[config.mk]
export PLATFORM = sky130hd
export DESIGN_NAME = sram_arbiter
export DESIGN_NICKNAME = d
export VERILOG_FILES = /design/src/rtl/sram_arb_pkg.sv /design/src/rtl/rr_pick.sv /design/src/rtl/sram_arbiter.sv
export SDC_FILE = /design/constraint.sdc
export NUM_CORES = 1
export LEC_CHECK = 0
export ABC_AREA = 1
export BUFFER_PORTS_ARGS = -buffer_cell sky130_fd_sc_hd__buf_2
export CAP_MARGIN = 20
export CORE_MARGIN = 2
export CORE_UTILIZATION = 29
export CTS_CLUSTER_SIZE = 16
export DETAILED_ROUTE_END_ITERATION = 12
export PLACE_DENSITY_LB_ADDON = 0.05
export SETUP_SLACK_MARGIN = 0.02
export SYNTH_ARGS = -nofsm -noshare
export SYNTH_HDL_FRONTEND = slang
export SYNTH_SLANG_ARGS = --single-unit
[constraint.sdc]
create_clock -name i_clk -period 3.9 [get_ports i_clk]
set_input_delay 0.39 -clock i_clk [delete_from_list [all_inputs] [get_ports i_clk]]
set_output_delay 0.39 -clock i_clk [all_outputs]
set_load 0.005 [all_outputs]
[src/rtl/sram_arb_pkg.sv]
// sram_arb_pkg
// Shared definitions for the SRAM arbiter slice:
//   state_t      - arbiter FSM state encoding (S_IDLE, S_ACCESS, S_TURN)
//   DEF_*        - default address width, data width and strobe length
//   MAX_REQ      - largest supported requester count
//   gnt_to_idx() - converts a one-hot grant vector into a requester index
package sram_arb_pkg;

    typedef enum logic [1:0] {
        S_IDLE   = 2'd0,
        S_ACCESS = 2'd1,
        S_TURN   = 2'd2
    } state_t;

    localparam int DEF_ADDR_W  = 20;
    localparam int DEF_DATA_W  = 16;
    localparam int DEF_ACC_CYC = 2;
    localparam int MAX_REQ     = 4;

    // One-hot to index. A zero vector maps to index 0, so callers
    // should qualify the result with a non-zero grant.
    function automatic logic [1:0] gnt_to_idx(input logic [MAX_REQ-1:0] gnt);
        logic [1:0] idx;
        idx = '0;
        for (int i = 0; i < MAX_REQ; i++) begin
            if (gnt[i]) begin
                idx = idx | 2'(i);
            end
        end
        return idx;
    endfunction

endpackage

[src/rtl/rr_pick.sv]
// rr_pick
// Combinational round-robin selector. The search begins at the requester
// after i_last_winner and walks upward with wrap-around; the first
// asserted request wins.
// Ports:
//   i_req           - per-requester request vector
//   i_last_winner   - index of the previous winner
//   o_winner_onehot - one-hot winner (all zero when nobody requests)
//   o_winner_idx    - winner index (0 when nobody requests)
//   o_valid         - at least one request is present
module rr_pick #(
    parameter int N_REQ = 3,
    parameter int IDX_W = 2
) (
    input  logic [N_REQ-1:0] i_req,
    input  logic [IDX_W-1:0] i_last_winner,
    output logic [N_REQ-1:0] o_winner_onehot,
    output logic [IDX_W-1:0] o_winner_idx,
    output logic             o_valid
);

    int cand;

    always_comb begin
        o_winner_onehot = '0;
        o_winner_idx    = '0;
        o_valid         = 1'b0;
        cand            = 0;
        // Offsets 1..N_REQ visit every requester once, the previous
        // winner last, which is what makes continuous requesters rotate.
        for (int off = 1; off <= N_REQ; off++) begin
            cand = (int'(i_last_winner) + off) % N_REQ;
            if (!o_valid && i_req[cand]) begin
                o_valid               = 1'b1;
                o_winner_idx          = IDX_W'(cand);
                o_winner_onehot[cand] = 1'b1;
            end
        end
    end

endmodule

[src/rtl/sram_arbiter.sv]
// sram_arbiter
// Shares one asynchronous SRAM port between N_REQ single-word requesters.
// Round-robin arbitration in IDLE, ACC_CYC cycles of active strobes in
// ACCESS, then one TURN cycle with all strobes released before the next
// arbitration.
//
// Handshake: a requester raises i_req with i_we_n/i_addr/i_wdata stable
// and holds them until o_gnt pulses for it. The request is accepted on
// the clock edge that samples it in IDLE; o_gnt marks that acceptance in
// the following cycle, after which the requester may drop or change its
// request. o_rvalid pulses in TURN for reads, with o_rdata valid then
// and held until the next read completes.
//
// Ports:
//   i_clk, i_rst_n        - clock, asynchronous active-low reset
//   i_req/i_we_n          - per-requester request and access type (0 = write)
//   i_addr/i_wdata        - packed per-requester address and write data
//   o_gnt/o_rvalid        - one-hot acceptance and read-data-valid pulses
//   o_rdata               - last word read
//   o_busy                - FSM not in IDLE
//   o_state               - FSM state, for observation
//   o_sram_*              - SRAM address, strobes and write-data drive
//   i_sram_rdata          - data from the SRAM pins
//
// All outputs are registers or decodes of registered state only.
module sram_arbiter
    import sram_arb_pkg::*;
#(
    parameter int N_REQ   = 3,
    parameter int ADDR_W  = DEF_ADDR_W,
    parameter int DATA_W  = DEF_DATA_W,
    parameter int ACC_CYC = DEF_ACC_CYC
) (
    input  logic                    i_clk,
    input  logic                    i_rst_n,
    input  logic [N_REQ-1:0]        i_req,
    input  logic [N_REQ-1:0]        i_we_n,
    input  logic [N_REQ*ADDR_W-1:0] i_addr,
    input  logic [N_REQ*DATA_W-1:0] i_wdata,
    output logic [N_REQ-1:0]        o_gnt,
    output logic [N_REQ-1:0]        o_rvalid,
    output logic [DATA_W-1:0]       o_rdata,
    output logic                    o_busy,
    output state_t                  o_state,
    output logic [ADDR_W-1:0]       o_sram_addr,
    output logic                    o_sram_we_n,
    output logic                    o_sram_oe_n,
    output logic                    o_sram_ce_n,
    output logic [DATA_W-1:0]       o_sram_wdata,
    output logic                    o_sram_wdata_oe,
    input  logic [DATA_W-1:0]       i_sram_rdata
);

    localparam int IDX_W = (N_REQ > 1) ? $clog2(N_REQ) : 1;
    localparam int CNT_W = $clog2(ACC_CYC + 1);

    state_t              state;
    state_t              state_nxt;
    logic [CNT_W-1:0]    cnt;
    logic [IDX_W-1:0]    last_winner;
    logic [IDX_W-1:0]    cur_idx;
    logic                cur_we_n;
    logic [ADDR_W-1:0]   addr_q;
    logic [DATA_W-1:0]   wdata_q;
    logic [DATA_W-1:0]   rdata_q;

    logic [N_REQ-1:0]    pick_onehot;
    logic [IDX_W-1:0]    pick_idx;
    logic                pick_valid;

    logic                sel_we_n;
    logic [ADDR_W-1:0]   sel_addr;
    logic [DATA_W-1:0]   sel_wdata;

    logic                arb_take;
    logic                last_acc;
    logic [N_REQ-1:0]    cur_onehot;

    rr_pick #(
        .N_REQ (N_REQ),
        .IDX_W (IDX_W)
    ) u_rr_pick (
        .i_req           (i_req),
        .i_last_winner   (last_winner),
        .o_winner_onehot (pick_onehot),
        .o_winner_idx    (pick_idx),
        .o_valid         (pick_valid)
    );

    // Steer the winner's request fields using the one-hot vector, which
    // avoids indexing with an out-of-range value for non-power-of-2 N_REQ.
    always_comb begin
        sel_we_n  = 1'b1;
        sel_addr  = '0;
        sel_wdata = '0;
        for (int k = 0; k < N_REQ; k++) begin
            if (pick_onehot[k]) begin
                sel_we_n  = i_we_n[k];
                sel_addr  = i_addr[k*ADDR_W +: ADDR_W];
                sel_wdata = i_wdata[k*DATA_W +: DATA_W];
            end
        end
    end

    assign arb_take = (state == S_IDLE) && pick_valid;
    assign last_acc = (cnt == CNT_W'(ACC_CYC - 1));

    // FSM state register
    always_ff @(posedge i_clk or negedge i_rst_n) begin
        if (!i_rst_n) begin
            state <= S_IDLE;
        end else begin
            state <= state_nxt;
        end
    end

    // FSM next-state logic
    always_comb begin
        state_nxt = state;
        case (state)
            S_IDLE: begin
                if (pick_valid) begin
                    state_nxt = S_ACCESS;
                end
            end
            S_ACCESS: begin
                if (last_acc) begin
                    state_nxt = S_TURN;
                end
            end
            S_TURN: begin
                state_nxt = S_IDLE;
            end
            default: begin
                state_nxt = S_IDLE;
            end
        endcase
    end

    // Latched request, access counter, arbitration history, read data.
    // addr_q is only loaded on acceptance, so the SRAM address holds its
    // value through TURN and while idle.
    always_ff @(posedge i_clk or negedge i_rst_n) begin
        if (!i_rst_n) begin
            cnt         <= '0;
            last_winner <= IDX_W'(N_REQ - 1);
            cur_idx     <= '0;
            cur_we_n    <= 1'b1;
            addr_q      <= '0;
            wdata_q     <= '0;
            rdata_q     <= '0;
        end else begin
            if (arb_take) begin
                cnt         <= '0;
                last_winner <= pick_idx;
                cur_idx     <= pick_idx;
                cur_we_n    <= sel_we_n;
                addr_q      <= sel_addr;
                wdata_q     <= sel_wdata;
            end else if (state == S_ACCESS && !last_acc) begin
                cnt <= cnt + CNT_W'(1);
            end
            if (state == S_ACCESS && last_acc && cur_we_n) begin
                rdata_q <= i_sram_rdata;
            end
        end
    end

    assign cur_onehot = {{(N_REQ-1){1'b0}}, 1'b1} << cur_idx;

    // Output decode from registered state only
    assign o_gnt           = (state == S_ACCESS && cnt == '0) ? cur_onehot : '0;
    assign o_rvalid        = (state == S_TURN && cur_we_n) ? cur_onehot : '0;
    assign o_rdata         = rdata_q;
    assign o_busy          = (state != S_IDLE);
    assign o_state         = state;
    assign o_sram_addr     = addr_q;
    assign o_sram_wdata    = wdata_q;
    assign o_sram_ce_n     = !(state == S_ACCESS);
    assign o_sram_we_n     = !(state == S_ACCESS && !cur_we_n);
    assign o_sram_oe_n     = !(state == S_ACCESS && cur_we_n);
    assign o_sram_wdata_oe = (state == S_ACCESS) && !cur_we_n;

endmodule

==> flow_metrics.tcl, run 1 <==
set metrics [dict create \
    drtAntennaViolNets 0 \
    finish.cell_count_without_fillers 846 \
    crit_path_cell_trace "inv_1 > ha_1 > inv_2 > nand2_2 > nand3_2 > nand2_2 > a21o_1 > o21ai_4 > inv_2 > nor2_1 > nor2_1 > nand2_1 > nand2_1" \
    gpl.final_weighted_congestion 0.803 \
    timing.critical_path.slowest_stage_cell "inv_2" \
    power_leakage_nw 2.70 \
    cts_root_buf "clkbuf_16" \
    fin_crit_sh_pct 69.3 \
    number_of_remaining_drc_errors 0 \
    async_set_or_reset_flop_fraction_in_the_synthesized_netlist_pct 100 \
    floorplan.die_area_sq_um 13400 \
    period_needed_ns 2.70 \
    reg2reg_setup_slack_ns 1.20 \
    path_max_fanout 36 \
    reg2reg_from "last_winner[1]" \
    netlist-cell-type-count 24 \
    max-slew-margin-rel_pct 36.8 \
    maximum_capacitance_violations 0 \
    status "completed" \
    timing_hold_violations_final 0 \
    power.net_switching_w 0.00248 \
    routed_vias 3794 \
    mappedNetlistArea_sq_um 3630 \
    cts-htree-levels 3 \
    timing.critical_path.required_ns 4.16 \
    timing.setup.critical_path_class "flip-flop to flip-flop" \
    cts_buffers 9 \
    tritoncts "built" \
    synthFlopType "dfrtp_1" \
    drt_first_iter_violations 240 \
    maximum_number_of_pins_on_one_net_before_global_route_repair 41 \
    endpoint_kind_of_the_worst_setup_timing_path "flip-flop" \
    grt_first_pass_wirelength_mm 17.4 \
    comb_power_share_pct 64.0 \
    timing_max_transition_violations_final 0 \
    drive_above_1_share_pct 40.2 \
    fp-row-count 40 \
    via_count_of_the_first_global_routing_pass 3617 \
    p_clk_share_pct 13.5 \
    globalRouteTotalUtil_pct 16.8 \
    die_h_um 116 \
    post_synth_inst_count 488 \
    timing.critical_path.from_type "flip-flop" \
    drt_pre_antenna_iters 5 \
    finalSetupViolations 0 \
    cts.repair.resized 0 \
    place_hpwl_mm 8.14 \
    synth-edff-count 0 \
    avgSynthCellArea_sq_um 7.43 \
    synth_warnings 0 \
    avgRoutedWirePerCell_um 13.3 \
    critical_path_arrival_ns 2.96 \
    grt_setup_unrepaired "no" \
    cts_setup_buffers 0 \
    clock_tree.buffer_depth 2 \
    area_growth_syn_to_layout_pct 36.0 \
    crit_path_start "last_winner[1]" \
    initial_core_util_pct 29.9 \
    power.density_cell_area_nw_per_um2 1020 \
    buffer_ports.inserted 196 \
    max_freq_mhz 370 \
    postSynthRegisterBits 60 \
    worst_ir_drop_vdd_mv 0.479 \
    finalWirelength_mm 11.2 \
    clk_latency_ns 0.32 \
    placed_insts 830 \
    detail_route.vias_per_cell 4.48 \
    clkSlewWorstSetupHoldPaths_ns 0.05 \
    worst_slew_pin_slew_ns 0.947 \
    pwr-share-seq_pct 22.5 \
    internal_power_w 0.00252 \
    clock_skew_ns 0.00752 \
    worst_path_largest_cell_delay_ns 0.68 \
    cts.sinks 60 \
    critical_path.reg2reg.endpoint "o_sram_addr[19]" \
    synth.net_count 626 \
    fp.dieW_um 116 \
    ctsHoldBuffers 0 \
    switching_share_pct 49.6 \
    min-delay-path-class "input pin to asynchronous set/reset pin" \
    finalNetCount 811 \
    overflow 0 \
    worstRegToRegCells 13 \
    pin_count 197 \
    fin_tns_setup_ns 0 \
    grt_antenna_before_repair 2 \
    synth_sequential_area_ratio_pct 41.5 \
    coreArea_sq_um 12100 \
]
registers in the layout (all words and copies together) (netlist names):
signal / cells
o_sram_addr: 20
cnt: 2
cur_we_n: 1
last_winner: 2
o_sram_wdata: 16
o_rdata: 16
o_state: 2
cur_idx: 1
cells by family after synthesis:
family          count (synthesis)  synth area share (%)
fa+ha+maj                       6                  2.07
mux                            16                  4.97
compound gates                 50                  7.28
flops                          60                  41.5
buf+inv                        51                  7.83
simple gates                  305                  36.4
cell type report:
class                      count  area (sq um)
antenna                        1          2.50
clock buffer                  14           244
clock inverter                 1          5.00
fill                        1331          7180
inverter                      25          93.8
multi-input combinational    377          1850
sequential                    60          1500
tap                          168           210
timing repair buffer         200          1020
worst max-delay path by stage:
stage,end,slack (ns),cells after the start
after floorplan,o_sram_addr[11],1.78,16
after global placement,o_sram_wdata[1],1.23,13
after detailed placement,o_sram_addr[19],1.16,13
after CTS,o_sram_addr[19],1.14,13
after global routing,o_sram_wdata[1],0.89,13
final,o_sram_addr[19],1.20,13
synth_stat cells, drive strengths merged (2+ instances only):
master / number / area share (%)
mux2: 16 / 5.0
o21ai: 8 / 1.2
dfrtp: 58 / 40
inv: 25 / 2.6
nor3: 6 / 0.83
buf: 25 / 5.1
nand2: 169 / 18
nor2: 77 / 10
ha: 6 / 2.1
nand3: 50 / 7.2
nand4: 3 / 0.52
a21oi: 41 / 5.9
dfstp: 2 / 1.4
critical path: cells and delay by family, from the launching register on:
kind | cells | cell delay (ns)
buf+inv | 3 | 0.84
simple gates | 7 | 0.62
flops | 1 | 0.54
fa+ha+maj | 1 | 0.39
compound gates | 2 | 0.25
power groups by stage:
stage	combinational, W	clock [W]	sequential, W
2_1_floorplan	0.00243	0	0.00115
3_3_place_gp	0.00322	0	0.00113
3_5_place_dp	0.00325	0	0.00113
4_1_cts	0.00326	0.000706	0.00113
5_1_grt	0.00370	0.000736	0.00117
6_report	0.00320	0.000676	0.00113
cells in the final DEF, fill, tap and decap left out, types with 2 or more instances in the layout:
master     instances
nand2_2            6
nor2_2            30
nand4_1            3
a21oi_1           39
nor2_1            47
inv_1             22
o21ai_0            6
buf_2            196
nand3_1           48
ha_1               6
nand3_2            2
buf_4              3
mux2_2            16
clkbuf_16          9
nand2_1          163
dfstp_2            2
a21oi_2            2
nor3_1             6
clkbuf_1           5
dfrtp_1           58
inv_2              3
metal layers:
metal  vias up  share of wire [%]  track usage, %
li1       1938                  -               -
met1      1683                 44            20.8
met2       155                 45            27.3
met3        18                9.0            5.23
met4         0                2.1            7.14
met5         -                  0               0
through the flow:
stage               setup WS [ns]  utilization (%)  power (W)  area (sq um)  hold WS [ns]
detailed placement           1.16             38.6    0.00438          4680         0.442
finish                       1.20             40.7    0.00501          4930        0.0764
CTS                          1.14             40.7    0.00510          4930        0.0874
global route                0.889             40.7    0.00561          4930         0.119
global placement             1.23             38.6    0.00436          4680         0.434
floorplan                    1.78                -    0.00358          3630        0.0944
Note: power is estimated with default switching activity, not from simulation.
==> run 2, diff against run 1 <==
--- a/config.mk
+++ b/config.mk
@@ -5,7 +5,7 @@
 export SDC_FILE = /design/constraint.sdc
 export NUM_CORES = 1
 export LEC_CHECK = 0
-export ABC_AREA = 1
+export ABC_AREA = 0
 export BUFFER_PORTS_ARGS = -buffer_cell sky130_fd_sc_hd__buf_2
 export CAP_MARGIN = 20
 export CORE_MARGIN = 2
==> constraint.sdc (replaced) <==
create_clock -name i_clk -period 2.5 [get_ports i_clk]
set_input_delay 0.25 -clock i_clk [delete_from_list [all_inputs] [get_ports i_clk]]
set_output_delay 0.25 -clock i_clk [all_outputs]
set_load 0.005 [all_outputs]
==> flow_metrics.tcl, run 2 <==
set metrics [dict create \
    power.density_cell_area_nw_per_um2 1600 \
    cts_buffers 9 \
    clk_latency_ns 0.33 \
    routed_vias 3673 \
    cts-htree-levels 3 \
    period_needed_ns 2.34 \
    layout.core_utilization_pct 43.2 \
    clock_tree.buffer_depth 2 \
    die_h_um 114 \
    synth.net_count 512 \
    maximum_number_of_pins_on_one_net_before_global_route_repair 33 \
    postSynthRegisterBits 60 \
    path_max_fanout 10 \
    area_growth_syn_to_layout_pct 45.9 \
    drive_above_1_share_pct 51.1 \
    fp.dieW_um 114 \
    timing.critical_path.from_type "flip-flop" \
    max_freq_mhz 427 \
    post_synth_inst_count 374 \
    finish.cell_count_without_fillers 728 \
    avgRoutedWirePerCell_um 17.1 \
    fin_crit_sh_pct 93.7 \
    worst_ir_drop_vdd_mv 0.604 \
    drtAntennaViolNets 0 \
    power_leakage_nw 2.39 \
    mappedNetlistArea_sq_um 3540 \
    finalNetCount 714 \
    min-delay-path-class "input pin to asynchronous set/reset pin" \
    netlist-cell-type-count 39 \
    placed_insts 710 \
    post-synth-top-area-fraction_pct 41.0 \
    ctsHoldBuffers 0 \
    final_common_cell "buf_2" \
    finalWorstSetupSlack_ns 0.158 \
    synth_sequential_area_ratio_pct 42.5 \
    gpl.final_weighted_congestion 0.913 \
    critical_path_arrival_ns 2.62 \
    drt_pre_antenna_iters 4 \
    timing.critical_path.required_ns 2.77 \
    drt_first_iter_violations 210 \
    synthMostInstantiatedCell "dfrtp_1" \
    synth-edff-count 0 \
    synth_largest_area_cell "dfrtp_1" \
    fin_tns_setup_ns 0 \
    tritoncts "built" \
    overflow 0 \
    placement.setup.worst_slack_ns -0.0401 \
    finalSetupViolations 0 \
    via_count_of_the_first_global_routing_pass 3643 \
    timing.setup.critical_path_class "flip-flop to flip-flop" \
    fp-row-count 40 \
    detail_route.vias_per_cell 5.05 \
    largest_register_ffs 20 \
    grt_first_pass_wirelength_mm 18.7 \
    grt_setup_unrepaired "yes" \
    place_hpwl_mm 9.27 \
    multi_input_comb_area_sq_um 1850 \
    async_set_or_reset_flop_fraction_in_the_synthesized_netlist_pct 100 \
    maximum_capacitance_violations 0 \
    initial_core_util_pct 29.6 \
    n_fill_cell 1229 \
    holdWs_ns 0.00715 \
    globalRouteTotalUtil_pct 18.5 \
    cts.sinks 60 \
    coreArea_sq_um 12000 \
    endpoint_kind_of_the_worst_setup_timing_path "flip-flop" \
    timing_hold_violations_final 0 \
    synth_commonest_cells "dfrtp_1 (58), nor2_1 (46), a21oi_1 (42)" \
    number_of_remaining_drc_errors 0 \
    synth_warnings 0 \
    max-slew-margin-rel_pct 46.8 \
    timing_max_transition_violations_final 0 \
    layout_common_cells "buf_2 (196), dfrtp_1 (58), nor2_1 (46)" \
    grt_antenna_before_repair 0 \
    status "completed" \
    floorplan.die_area_sq_um 13100 \
    synthFlopType "dfrtp_1" \
    finalWirelength_mm 12.4 \
    clkSlewWorstSetupHoldPaths_ns 0.06 \
    clock_skew_ns 0.00459 \
    cts_root_buf "clkbuf_16" \
    seq_area_sq_um 1500 \
    antenna-diode-count 0 \
    netlist_top_cells_area "dfrtp_1 (41%), a211oi_2 (11%), a21oi_1 (5.9%), nor3_1 (5.8%), mux2_2 (5.4%)" \
    avgSynthCellArea_sq_um 9.46 \
    pin_count 197 \
    buffer_ports.inserted 196 \
    worst_slew_pin_slew_ns 0.798 \
]
## run 2: final timing paths
kind	start	endpoint	slack, ns	cells after the start
setup / recovery	last_winner[1]	cur_we_n	0.16	9
hold / removal	i_rst_n	last_winner[0]	0.007	1
setup reg to reg	last_winner[1]	cur_we_n	0.16	9
hold reg to reg	o_rdata[10]	o_rdata[10]	0.50	1
max in group asynchronous	i_rst_n	o_sram_wdata[14]	1.73	2
min in group i_clk	i_sram_rdata[10]	o_rdata[10]	0.15	2
## run 2: repair_timing
action | in CTS | in global routing
setup endpoints to repair | 30 | 33
pin swaps | 0 | 0
setup buffers | 0 | 2
gates resized for setup | 2 | 3
## run 2: logic make-up after synthesis
family,share of synthesized area [%]
buffers and inverters,6.40
xor gates and xnor gates,0.248
and+or+nand+nor,19.3
adders and majority gates,2.12
AOI/OAI and AO/OA,23.8
DFF,42.5
muxes,5.69
## run 2: routing by layer
metal | share of wire [%] | GRT usage [%] | wire length, um
met1 | 42 | 22.5 | 5240
met2 | 47 | 30.0 | 5900
met3 | 8.9 | 6.67 | 1110
met4 | 1.4 | 6.99 | 179
met5 | 0 | 0 | 0
## run 2: cell type report
type	instances	share of cell area, %
timing repair buffer	221	24.3
tap	147	3.56
multi-input combinational	273	35.9
sequential	60	29.1
clock buffer	10	4.63
inverter	11	0.800
clock inverter	6	1.70
## run 2: worst max-delay path, stage by stage (launching register included)
cell	delay [ns]
dfstp_2	0.54
inv_1	0.07
ha_1	0.27
and2b_1	0.23
a21boi_1	0.31
o32a_2	0.27
buf_4	0.19
nor2_1	0.06
a211oi_1	0.22
a211o_1	0.13
## run 2: metrics by stage
stage               cell area (sq um)  power (W)
finish                           5160    0.00824
global route                     5160    0.00886
CTS                              5140    0.00832
detailed placement               4820    0.00691
global placement                 4820    0.00684
floorplan                        3540    0.00508
## run 2: power breakdown
part           internal, W  switching (W)
sequential         0.00153       0.000292
clock             0.000899       0.000457
combinational      0.00230        0.00277
==> run 3, diff against run 2 <==
--- a/config.mk
+++ b/config.mk
@@ -8,6 +8,7 @@
 export ABC_AREA = 0
 export BUFFER_PORTS_ARGS = -buffer_cell sky130_fd_sc_hd__buf_2
 export CAP_MARGIN = 20
+export CORE_ASPECT_RATIO = 2
 export CORE_MARGIN = 2
 export CORE_UTILIZATION = 29
 export CTS_CLUSTER_SIZE = 16
==> flow_metrics.tcl, run 3 (same netlist as run 2, synthesis figures left out) <==
set metrics [dict create \
    n_fill_cell 1224 \
    timing_max_transition_violations_final 0 \
    max_freq_mhz 424 \
    finalSetupViolations 0 \
    layout.core_utilization_pct 43.0 \
    cts_root_buf "clkbuf_16" \
    busiest_layer_in_global_routing "met2" \
    globalRouteTotalUtil_pct 21.6 \
    coreArea_sq_um 12100 \
    tritoncts "built" \
    global_route_met2_usage_pct 38.5 \
    path_max_fanout 11 \
    die_h_um 160 \
    timing.critical_path.max_delay_family "compound AO/OA/AOI/OAI gates" \
    overflow 0 \
    clkSlewWorstSetupHoldPaths_ns 0.05 \
    finalWirelength_mm 13.9 \
    initial_core_util_pct 29.4 \
    crit_path_cell_trace "inv_1 > ha_4 > and2_1 > a21o_1 > o21a_4 > o211ai_4 > buf_4 > a21oi_1 > a211oi_2" \
    reg2reg_from "last_winner[1]" \
    clock_tree.buffer_depth 2 \
    area_growth_syn_to_layout_pct 46.5 \
    floorplan.die_area_sq_um 13200 \
    detail_route.vias_per_cell 5.21 \
    crit_path_start "last_winner[1]" \
    worst_ir_drop_vdd_mv 0.760 \
    largest_register_ffs 20 \
    drt_first_iter_violations 174 \
    reg2reg_setup_slack_ns 0.14 \
    number_of_remaining_drc_errors 0 \
    drtAntennaViolNets 0 \
    antenna-diode-count 0 \
    critical_path.reg2reg.endpoint "o_sram_wdata[14]" \
    fin_crit_sh_pct 94.3 \
    period_needed_ns 2.36 \
    pwr-share-seq_pct 21.9 \
    worst_path_largest_cell_delay_ns 0.55 \
    comb_power_share_pct 61.4 \
    cts.sinks 60 \
    pin_count 197 \
    grt_antenna_before_repair 0 \
    fp-row-count 57 \
    cts_buffers 9 \
    worstRegToRegCells 9 \
    power_w 0.00837 \
    min-delay-path-class "input pin to flip-flop" \
    grt_use_met3_pct 3.79 \
    critical_path_arrival_ns 2.59 \
    place_hpwl_mm 10.4 \
    finalNetCount 713 \
    p_clk_share_pct 16.7 \
    max-slew-margin-rel_pct 68.8 \
    status "completed" \
    layout_common_cells "buf_2 (196), dfrtp_1 (57), nor2_1 (46)" \
    via_count_of_the_first_global_routing_pass 4019 \
    groute.layer.met1.usage_pct 23.2 \
    worstSetupPathDepth 9 \
    timing.critical_path.required_ns 2.74 \
    power.density_cell_area_nw_per_um2 1610 \
    finish.cell_count_without_fillers 727 \
    endpoint_kind_of_the_worst_setup_timing_path "flip-flop" \
    timing.critical_path.from_type "flip-flop" \
    final_common_cell "buf_2" \
    critical_path_buf_inv_count 2 \
    grt_first_pass_wirelength_mm 21.1 \
    timing_hold_violations_final 0 \
    cts-htree-levels 3 \
    switching_share_pct 43.4 \
    placed_insts 710 \
    grt_setup_unrepaired "yes" \
    timing.critical_path.slowest_stage_cell "dfstp_2" \
    clock_skew_ns 0.00587 \
    maximum_capacitance_violations 0 \
    drive_above_1_share_pct 51.6 \
    fp.dieW_um 82.1 \
    clk_latency_ns 0.33 \
    routed_vias 3789 \
    power.net_switching_w 0.00363 \
    worst_setup_path_endpoint "o_sram_wdata[14]" \
    gpl.final_weighted_congestion 0.854 \
    avgRoutedWirePerCell_um 19.1 \
    buffer_ports.inserted 196 \
    fin_tns_setup_ns 0 \
    worst_slew_pin_slew_ns 0.464 \
    drt_pre_antenna_iters 4 \
    power_leakage_nw 2.38 \
    maximum_number_of_pins_on_one_net_before_global_route_repair 51 \
    internal_power_w 0.00474 \
    timing.setup.critical_path_class "flip-flop to flip-flop" \
]
## run 3: cell count changes in the layout (fill, tap and decap cells not counted), moves of 2 or more
cell / previous run / this run
clkbuf_8: 1 / 3
buf_12: 7 / 5
ha_1: 4 / 2
clkinv_4: 2 / 0
buf_4: 18 / 16
buf_6: 0 / 2
## run 3: worst min-delay path by stage
stage	cells after the start	endpoint	start
2_1_floorplan	0	cnt[0]	i_rst_n
3_3_place_gp	1	o_sram_wdata[11]	i_rst_n
3_5_place_dp	1	o_sram_wdata[11]	i_rst_n
4_1_cts	2	o_rdata[14]	i_sram_rdata[14]
5_1_grt	2	o_rdata[10]	i_sram_rdata[10]
6_report	2	o_rdata[14]	i_sram_rdata[14]
## run 3: routing by layer
metal | routed length, um | share of wire (%) | vias to the layer above
met5 | 0 | 0 | -
met2 | 7570 | 55 | 162
met1 | 4950 | 36 | 1830
li1 | - | - | 1754
met3 | 765 | 5.5 | 43
met4 | 594 | 4.3 | 0
## run 3: repair_timing
item / in CTS / in global routing
setup buffers: 0 / 0
resized for setup: 5 / 9
hold endpoints to repair: 10 / 0
hold buffers: 1 / 0
endpoints found under the setup margin: 3 / 37
## run 3: power groups by stage
stage / clock network [W] / logic (W) / registers [W]
2_1_floorplan: 0 / 0.00324 / 0.00184
3_3_place_gp: 0 / 0.00501 / 0.00183
3_5_place_dp: 0 / 0.00508 / 0.00184
4_1_cts: 0.00143 / 0.00511 / 0.00184
5_1_grt: 0.00147 / 0.00564 / 0.00189
6_report: 0.00140 / 0.00514 / 0.00183
## run 3: metrics by stage
step / setup WS (ns) / hold WS [ns] / area, sq um
2_1_floorplan: 0.283 / -0.0456 / 3540
3_3_place_gp: 0.0499 / 0.155 / 4790
3_5_place_dp: 0.000216 / 0.157 / 4790
4_1_cts: 0.0161 / 0.137 / 5140
5_1_grt: 0.0122 / 0.145 / 5180
6_report: 0.142 / 0.151 / 5180
## run 3: area by class of cell
class / instances / area (sq um) / area share [%]
sequential: 60 / 1510 / 29.0
clock inverter: 4 / 70.1 / 1.35
clock buffer: 12 / 267 / 5.14
timing repair buffer: 220 / 1230 / 23.8
inverter: 11 / 41.3 / 0.796
tap: 147 / 184 / 3.55
multi-input combinational: 273 / 1880 / 36.3
## run 3: worst register-to-register path: stages (launching register included)
cell and delay [ns]:
dfstp_2 0.55, inv_1 0.10, ha_4 0.20, and2_1 0.17, a21o_1 0.22, o21a_4 0.27, o211ai_4 0.22, buf_4 0.24
a21oi_1 0.08, a211oi_2 0.22
